--- src/rtl/seg_pkg.sv ---
// ---------------------------------------------------------------------------
// seg_pkg
// Shared definitions for the seven-segment pattern sequencer:
//   - seg_t   : one digit's segments {g,f,e,d,c,b,a}, active-low
//   - G0/G1/G2/GERR/BLANK glyph constants
//   - mode_e  : mode encoding of the sequencer's mode input
//   - glyph() : maps a glyph number 0..2 onto its segment pattern
// ---------------------------------------------------------------------------
package seg_pkg;

    typedef logic [6:0] seg_t;

    localparam seg_t G0    = 7'b0000000;
    localparam seg_t G1    = 7'b0010010;
    localparam seg_t G2    = 7'b1011000;
    localparam seg_t GERR  = 7'b1000000;
    localparam seg_t BLANK = 7'b1111111;

    typedef enum logic [1:0] {
        MODE_DIRECT = 2'b00,
        MODE_AUTO   = 2'b01,
        MODE_STEP   = 2'b10,
        MODE_BLANK  = 2'b11
    } mode_e;

    function automatic seg_t glyph(input logic [1:0] g);
        seg_t r;
        case (g)
            2'd0:    r = G0;
            2'd1:    r = G1;
            default: r = G2;
        endcase
        return r;
    endfunction

endpackage

--- src/rtl/seg_tick_div.sv ---
// ---------------------------------------------------------------------------
// seg_tick_div
// Free-running divider that counts 0..DIV-1 and flags the last count as a
// tick. A clear input forces the count back to 0 and suppresses the tick in
// that same cycle, so leaving the counting mode on a tick cycle never
// produces an advance.
// Ports:
//   clk    in  system clock
//   rst_n  in  asynchronous active-low reset
//   clr_i  in  synchronous clear (also masks tick_o)
//   tick_o out high during the cycle the count equals DIV-1
// ---------------------------------------------------------------------------
module seg_tick_div #(
    parameter int DIV = 50_000_000
) (
    input  logic clk,
    input  logic rst_n,
    input  logic clr_i,
    output logic tick_o
);

    localparam int CW = (DIV > 1) ? $clog2(DIV) : 1;
    localparam logic [CW-1:0] LAST = CW'(DIV - 1);

    logic [CW-1:0] cnt_q, cnt_d;

    always_comb begin
        cnt_d = cnt_q + CW'(1);
        if (clr_i || (cnt_q == LAST)) begin
            cnt_d = '0;
        end
    end

    always_ff @(posedge clk or negedge rst_n) begin
        if (!rst_n) begin
            cnt_q <= '0;
        end else begin
            cnt_q <= cnt_d;
        end
    end

    assign tick_o = !clr_i && (cnt_q == LAST);

endmodule

--- src/rtl/seg_pattern_seq.sv ---
// ---------------------------------------------------------------------------
// seg_pattern_seq
// Seven-segment pattern sequencer. Holds a step index and renders a
// generated glyph pattern on DIGITS active-low digits. Digit d at step s
// shows glyph ((s mod 3) + d*(s div 3)) mod 3.
// Modes: 00 direct select, 01 auto-run from the tick divider,
//        10 single-step from a synchronised push-button, 11 blank.
// Optional feature macro: SEG_BLINK_EN -- when defined, mode 11 alternates
// the current pattern with BLANK on every tick (pattern phase first);
// otherwise mode 11 is steady BLANK.
// Ports:
//   clk   in   system clock
//   rst_n in   asynchronous active-low reset
//   sel   in   [3:0] direct step select (mode 00)
//   mode  in   [1:0] operating mode
//   step  in   raw asynchronous push-button level, active-high
//   seg   out  [7*DIGITS-1:0] segments, digit 0 in the top 7 bits
//   idx   out  [3:0] current step index
//   wrap  out  one-cycle pulse when idx advances from STEPS-1 to 0
// ---------------------------------------------------------------------------
module seg_pattern_seq
    import seg_pkg::*;
#(
    parameter int DIGITS = 2,
    parameter int STEPS  = 6,
    parameter int DIV    = 50_000_000
) (
    input  logic                  clk,
    input  logic                  rst_n,
    input  logic [3:0]            sel,
    input  logic [1:0]            mode,
    input  logic                  step,
    output logic [7*DIGITS-1:0]   seg,
    output logic [3:0]            idx,
    output logic                  wrap
);

    localparam logic [3:0]          LAST_IDX  = 4'(STEPS - 1);
    localparam logic [7*DIGITS-1:0] ALL_BLANK = {DIGITS{BLANK}};
    localparam logic [7*DIGITS-1:0] ALL_ERR   = {DIGITS{GERR}};

    mode_e mode_w;
    assign mode_w = mode_e'(mode);

    // Push-button path: two synchroniser flops, then an edge register so a
    // held button yields a single rising-edge pulse.
    logic sync1_q, sync2_q, step_prev_q;
    logic step_rise;

    always_ff @(posedge clk or negedge rst_n) begin
        if (!rst_n) begin
            sync1_q     <= 1'b0;
            sync2_q     <= 1'b0;
            step_prev_q <= 1'b0;
        end else begin
            sync1_q     <= step;
            sync2_q     <= sync1_q;
            step_prev_q <= sync2_q;
        end
    end

    assign step_rise = sync2_q & ~step_prev_q;

    // Tick divider; it only runs while a mode that consumes ticks is active.
    logic cnt_clr;
    logic tick;

`ifdef SEG_BLINK_EN
    assign cnt_clr = !((mode_w == MODE_AUTO) || (mode_w == MODE_BLANK));
`else
    assign cnt_clr = (mode_w != MODE_AUTO);
`endif

    seg_tick_div #(
        .DIV (DIV)
    ) u_tick_div (
        .clk    (clk),
        .rst_n  (rst_n),
        .clr_i  (cnt_clr),
        .tick_o (tick)
    );

    function automatic logic [7*DIGITS-1:0] render(input logic [3:0] s);
        logic [7*DIGITS-1:0] r;
        int s_mod;
        int s_div;
        int g;
        r     = '0;
        s_mod = int'(s) % 3;
        s_div = int'(s) / 3;
        for (int d = 0; d < DIGITS; d++) begin
            g = (s_mod + d * s_div) % 3;
            r[7*(DIGITS-d)-1 -: 7] = glyph(2'(g));
        end
        return r;
    endfunction

    logic [3:0]          idx_q, idx_d;
    logic                err_q, err_d;
    logic                wrap_q, wrap_d;
    logic [7*DIGITS-1:0] seg_q, seg_d;
    logic                adv;
    logic [7*DIGITS-1:0] pattern;

`ifdef SEG_BLINK_EN
    logic blink_q, blink_d;
`endif

    // Index / error next-state
    always_comb begin
        idx_d  = idx_q;
        err_d  = 1'b0;
        wrap_d = 1'b0;
        adv    = 1'b0;
`ifdef SEG_BLINK_EN
        blink_d = 1'b0;
`endif
        case (mode_w)
            MODE_DIRECT: begin
                // Out-of-range selects keep the old index and flag the error.
                if (sel <= LAST_IDX) begin
                    idx_d = sel;
                end else begin
                    err_d = 1'b1;
                end
            end
            MODE_AUTO:  adv = tick;
            MODE_STEP:  adv = step_rise;
            MODE_BLANK: begin
`ifdef SEG_BLINK_EN
                blink_d = blink_q ^ tick;
`endif
            end
            default: ;
        endcase

        if (adv) begin
            if (idx_q == LAST_IDX) begin
                idx_d  = '0;
                wrap_d = 1'b1;
            end else begin
                idx_d = idx_q + 4'd1;
            end
        end
    end

    // Segment image, registered one cycle behind idx/err
    always_comb begin
        pattern = render(idx_q);
        seg_d   = err_q ? ALL_ERR : pattern;
        if (mode_w == MODE_BLANK) begin
`ifdef SEG_BLINK_EN
            seg_d = blink_q ? ALL_BLANK : pattern;
`else
            seg_d = ALL_BLANK;
`endif
        end
    end

    always_ff @(posedge clk or negedge rst_n) begin
        if (!rst_n) begin
            idx_q  <= '0;
            err_q  <= 1'b0;
            wrap_q <= 1'b0;
            seg_q  <= ALL_BLANK;
        end else begin
            idx_q  <= idx_d;
            err_q  <= err_d;
            wrap_q <= wrap_d;
            seg_q  <= seg_d;
        end
    end

`ifdef SEG_BLINK_EN
    always_ff @(posedge clk or negedge rst_n) begin
        if (!rst_n) begin
            blink_q <= 1'b0;
        end else begin
            blink_q <= blink_d;
        end
    end
`endif

    assign seg  = seg_q;
    assign idx  = idx_q;
    assign wrap = wrap_q;

endmodule

--- config.mk ---
export PLATFORM = sky130hd
export DESIGN_NAME = seg_pattern_seq
export DESIGN_NICKNAME = d
export VERILOG_FILES = /design/src/rtl/seg_pkg.sv /design/src/rtl/seg_tick_div.sv /design/src/rtl/seg_pattern_seq.sv
export SDC_FILE = /design/constraint.sdc
export NUM_CORES = 1
export LEC_CHECK = 0
export CAP_MARGIN = 20
export CORE_ASPECT_RATIO = 1.75
export CORE_MARGIN = 4
export CORE_UTILIZATION = 40
export CTS_BUF_LIST = sky130_fd_sc_hd__clkbuf_8 sky130_fd_sc_hd__clkbuf_16
export CTS_CLUSTER_SIZE = 8
export DETAILED_ROUTE_END_ITERATION = 8
export GPL_TIMING_DRIVEN = 0
export PLACE_DENSITY = 0.63
export SKIP_LAST_GASP = 1
export SYNTH_ARGS = -nofsm -noshare
export SYNTH_HDL_FRONTEND = slang
export SYNTH_HIERARCHICAL = 1
export SYNTH_SLANG_ARGS = --single-unit
--- constraint.sdc ---
create_clock -name clk -period 23.6 [get_ports clk]
set_input_delay 4.72 -clock clk [delete_from_list [all_inputs] [get_ports clk]]
set_output_delay 4.72 -clock clk [all_outputs]
set_load 0.05 [all_outputs]
# Yosys cells after proc, flatten, opt, wreduce, memory -nomap -nowiden
# Index checks and enable logic that the tools add are counted.
# classes
n_addsub	3
n_div	4
n_eq_ne	8
n_mux	14
reduce_logical	9
bitwise	2
magnitude_cmp	1
# ops
op	count
$mod A32 B3 Y32 const B	2
$add A32 B32 Y32	1
$div A5 B3 Y32 const B	1
$mod A5 B3 Y32 const B	1
$mux W14	2
$pmux W7 S2	2
$add A26 B1 Y26 const B	1
$eq A26 B26 Y1 const B	1
$mux W26	1
$mux W4	4
$eq A2 B1 Y1 const B	3
$logic_not A2 Y1	3
$add A4 B1 Y4 const B	1
$eq A2 B2 Y1 const B	2
$eq A4 B3 Y1 const B	1
$le A4 B3 Y1 const B	1
$mux W1	4
$reduce_bool A2 Y1	2
$ne A2 B1 Y1 const B	1
$pmux W1 S2	1
$reduce_and A2 Y1	1
$and A1 B1 Y1	1
$logic_and A1 B1 Y1	1
$logic_not A1 Y1	1
2 further kinds	2
# totals
register_bits	49
output_inout_bits	19
inputBits	9

# Logic depth before layout (Yosys ltp)
# logic_depth
ltp_word	7
mapped_depth	41
depth_no_buf	40

# Modules after synthesis
# The synthesis kept the hierarchy.
# modules_own_cells
mod	area_each_um2	cells_each	instances
seg_pattern_seq	3011.6	392	1
seg_tick_div	1470.2	157	1

# Worst setup path before layout
# Ideal clock, no wire load.
# synth_timing
path_kind	reg-to-reg
from	register idx_q[2], in the netlist idx[2]
to	register seg_q[1], in the netlist seg[1]
t_arrival_ps	8444
period_less_slack_ps	8508
path_buffers	1
slack_ps	15092
setup_ps	64
stages_incl_launch_ff	40
cell_sequence	dfrtp_1 nand2b_1 inv_1 ha_1 ha_1 buf_2 inv_1 o2111ai_1 o21ai_0 ha_1 nor2_1 a21o_1 o2111ai_1 o21ai_0 and2_1 inv_1 fa_1 xor2_1 (+4 left out) a31oi_1 a211o_1 a21oi_2 or2_2 o211ai_1 ha_1 a311oi_1 nand2_1 xor2_1 ha_1 a211oi_1 nor2b_2 mux2_2 ha_1 a211oi_2 o211ai_2 or4_1 nand3_1
# synth_via
elab_chain_len	7
elab_cells_between_ends	9
# synth_rtl
element	line	rtl
start, declared	seg_pattern_seq.sv:98	logic [3:0] idx_q, idx_d;
start signal, assigned	seg_pattern_seq.sv:167	idx_q <= idx_d;
$mod A5 B3 Y32 or $div A5 B3 Y32 (tied branches)	seg_pattern_seq.sv:89, seg_pattern_seq.sv:90	
$add A32 B32 Y32 *	seg_pattern_seq.sv:92	g = (s_mod + d * s_div) % 3;
$mod A32 B3 Y32 *	seg_pattern_seq.sv:92	
$eq A2 B1 Y1 or $logic_not A2 Y1 (tied branches)	seg_pkg.sv:28	case (g)
$pmux W7 S2 *	seg_pkg.sv:28	
$mux W14 *	seg_pattern_seq.sv:150	seg_d = err_q ? ALL_ERR : pattern;
$mux W14 *	seg_pattern_seq.sv:151	if (mode_w == MODE_BLANK) begin
net seg_d[1]	seg_pattern_seq.sv:101	logic [7*DIGITS-1:0] seg_q, seg_d;
end signal, assigned	seg_pattern_seq.sv:170	seg_q <= seg_d;
end, declared	seg_pattern_seq.sv:101	
# Mark *: on every way through the listed nets, which the timed path passes. The rest lies on a longest branch.
# A chain may end at the register's enable or synchronous reset.

# Worst setup path in the final report
# layout_timing
from	register idx_q[3], in the netlist idx[3]
to	register seg_q[1], in the netlist seg[1]
# The elaborated chain is that of the path after synthesis.

==> flow_summary.toml <==
[logic_synthesis]
synth_area_per_cell_um2 = 8.16
synth-main-ff-cell = "dfrtp_1"
synth_area_leaders = "dfrtp_1 20%, ha_1 5.6%, dfstp_2 5.3%, nor2_1 4.3%, nand2_1 4.1%"
synth-async-reset-ratio_pct = 100
seq_area_frac_synth_pct = 24.8
ys_warn_count = 6
syn-cell-area_um2 = 4480
syn_nets = 579
synth.distinct_cells = 85
synth_top_area_cell = "dfrtp_1"
synth_top_area_share_pct = 19.5
synthCells = 549
synth-seq-cells = 44
synth_edf_count = 0

[layout]
area_growth_syn_to_layout_pct = 13.7
nets = 614
nFillCells = 1066
n_antenna_cell = 0
drive_above_1_share_pct = 13.3

[clocking]
insertion_delay_ns = 0.29
cts_tree = "built"
cts_hold_buf = 0
post-cts-setup-buffers = 0
clockBufferDepth = 2
clk_pin_slew_ns = 0.07
cts_root_buffer = "clkbuf_16"
htree_levels = 2
cts_resized = 0
cts_buffers = 5
cts.sinks = 44

[critical_path]
path_delay_family = "compound AO/OA/AOI/OAI gates"
cp_num_buf_inv = 4
cp.arrival_ns = 9.97
crit_slowest_cell = "or4_1"
crit_path_start_kind = "register"
cp-end-kind = "register"
crit_required_ns = 23.83
path_common_cell = "ha_1"
worstPathMaxFanout = 10
critPathMaxStageDelay_ns = 0.51
crit_type = "reg -> reg"

[sta]
rsz0062_at_grt = "no"
report.final.hold_viol_count = 0
tns_ns = 0
worst_pin_slew_ns = 0.717
setup_violations = 0
report.final.slew_viol_count = 0
fmax_mhz = 103
fin_crit_ns = 9.75
relSlewSlack_pct = 51.8
clock_skew_ns = 0.00640
period_share_pct = 41.3

[routing]
first_iter_violations = 191
wirelength_mm = 12.4
vias = 4386
ant_nets = 0
drtPass1Iterations = 5
via_per_inst = 6.13
drc = 0
wl_per_cell_um = 17.3

[global_routing]
track_usage_pct = 19.2
antenna_found_initial = 0
grt-ovfl-total = 0
grt_start_max_net_pins = 39
grt_pass1_wl_mm = 20.4
grt_pass1_vias = 4300

[outcome]
outcome = "complete, no violations"

[die]
rows = 50
die_area_um2 = 13000
die_w_um = 88.0
core-area_um2 = 10800
fp.dieH_um = 148
io_pins = 28
initial_utilization_pct = 41.4

[placement]
gp_congestion = 0.893
io_buffers = 27
dp_hpwl_mm = 9.75

[job]
max_cap_viol_count = 0

[worst_hold_path]
hold_path_class = "reg -> reg"
[placed cells by master (no fill, tap or decap), types with 9 or more instances in the layout]
| cell type | count |
|---|---|
| or4_1 | 12 |
| ha_1 | 20 |
| nand2_1 | 49 |
| a21oi_1 | 36 |
| nand4_1 | 12 |
| nor2_1 | 51 |
| o31ai_1 | 10 |
| nand3_1 | 26 |
| clkdlybuf4s50_1 | 26 |
| xnor2_1 | 19 |
| o21ai_0 | 21 |
| dfrtp_1 | 35 |
| inv_1 | 28 |
| nor3_1 | 15 |
| dfstp_2 | 9 |
| xor2_1 | 12 |
[worst paths after layout]
check	start	end	cells past startpoint	slack (ns)
min reg2reg	sync1_q	sync2_q	0	0.34
min	sync1_q	sync2_q	0	0.34
max reg2reg	idx[3]	seg[1]	39	13.85
max	idx[3]	seg[1]	39	13.85
max in group asynchronous	rst_n	seg[10]	2	18.83
min in group asynchronous	rst_n	step_prev_q	1	4.25
[cell type report]
cell class | instances | area [um^2] | share of cell area, %
clock inverters | 2 | 16.3 | 0.319
multi-input cells | 454 | 3130 | 61.5
well taps | 130 | 163 | 3.19
inverters | 29 | 111 | 2.19
clock buffers | 6 | 150 | 2.95
repair buffers | 28 | 285 | 5.60
plain buffers | 22 | 126 | 2.48
flip-flops and latches | 44 | 1110 | 21.8
[sequential cells by signal, summed over array words and instances, names as in the netlist]
register	count
wrap	1
seg	9
step_prev_q	1
u_tick_div/cnt_q	26
sync2_q	1
err_q	1
sync1_q	1
idx	4
[per-layer routing]
metal / vias to the layer above / share of wire (%) / track usage, %
li1: 2138 / - / -
met1: 2130 / 38 / 19.8
met2: 86 / 56 / 37.9
met3: 32 / 2.2 / 1.39
met4: 0 / 3.5 / 8.25
met5: - / 0 / 0
[cell usage after synthesis (6+ instances only)]
master	n
buf_4	8
a21oi_1	36
or3_1	6
o31ai_1	10
nor2_1	51
clkbuf_1	8
dfrtp_1	35
or4_1	12
ha_1	20
nand4_1	12
dfstp_2	9
a31oi_1	8
and2_1	7
nand2_1	49
nor3_1	15
o21ai_0	21
nor4_1	7
xnor2_1	19
xor2_1	12
nand3_1	26
inv_1	28
a211oi_1	6
[kinds of logic after synthesis]
logic type	after synthesis	synth area share, %
AND/OR/NAND/NOR	229	27.4
buffers and inverters	51	5.30
flip-flops	44	24.8
adder cells (fa/ha/maj)	21	6.03
multiplexers	10	2.37
AO/OA/AOI/OAI	161	27.2
XOR/XNOR	33	6.78
[through the flow]
step / setup WS [ns] / utilization, % / instances / area [um^2] / hold WS (ns)
after floorplan: 15.09 / - / 549 / 4480 / 0.331
after global placement: 14.11 / 45.4 / 706 / 4910 / 0.338
after detailed placement: 13.97 / 45.5 / 707 / 4930 / 0.335
after CTS: 13.90 / 47.1 / 715 / 5100 / 0.344
after global routing: 13.12 / 47.1 / 715 / 5100 / 0.357
final: 13.85 / 47.1 / 715 / 5100 / 0.341
Power is left out: the tool's default activity adds up to more than one toggle a clock period on the data nets, which glitch-free logic cannot reach.
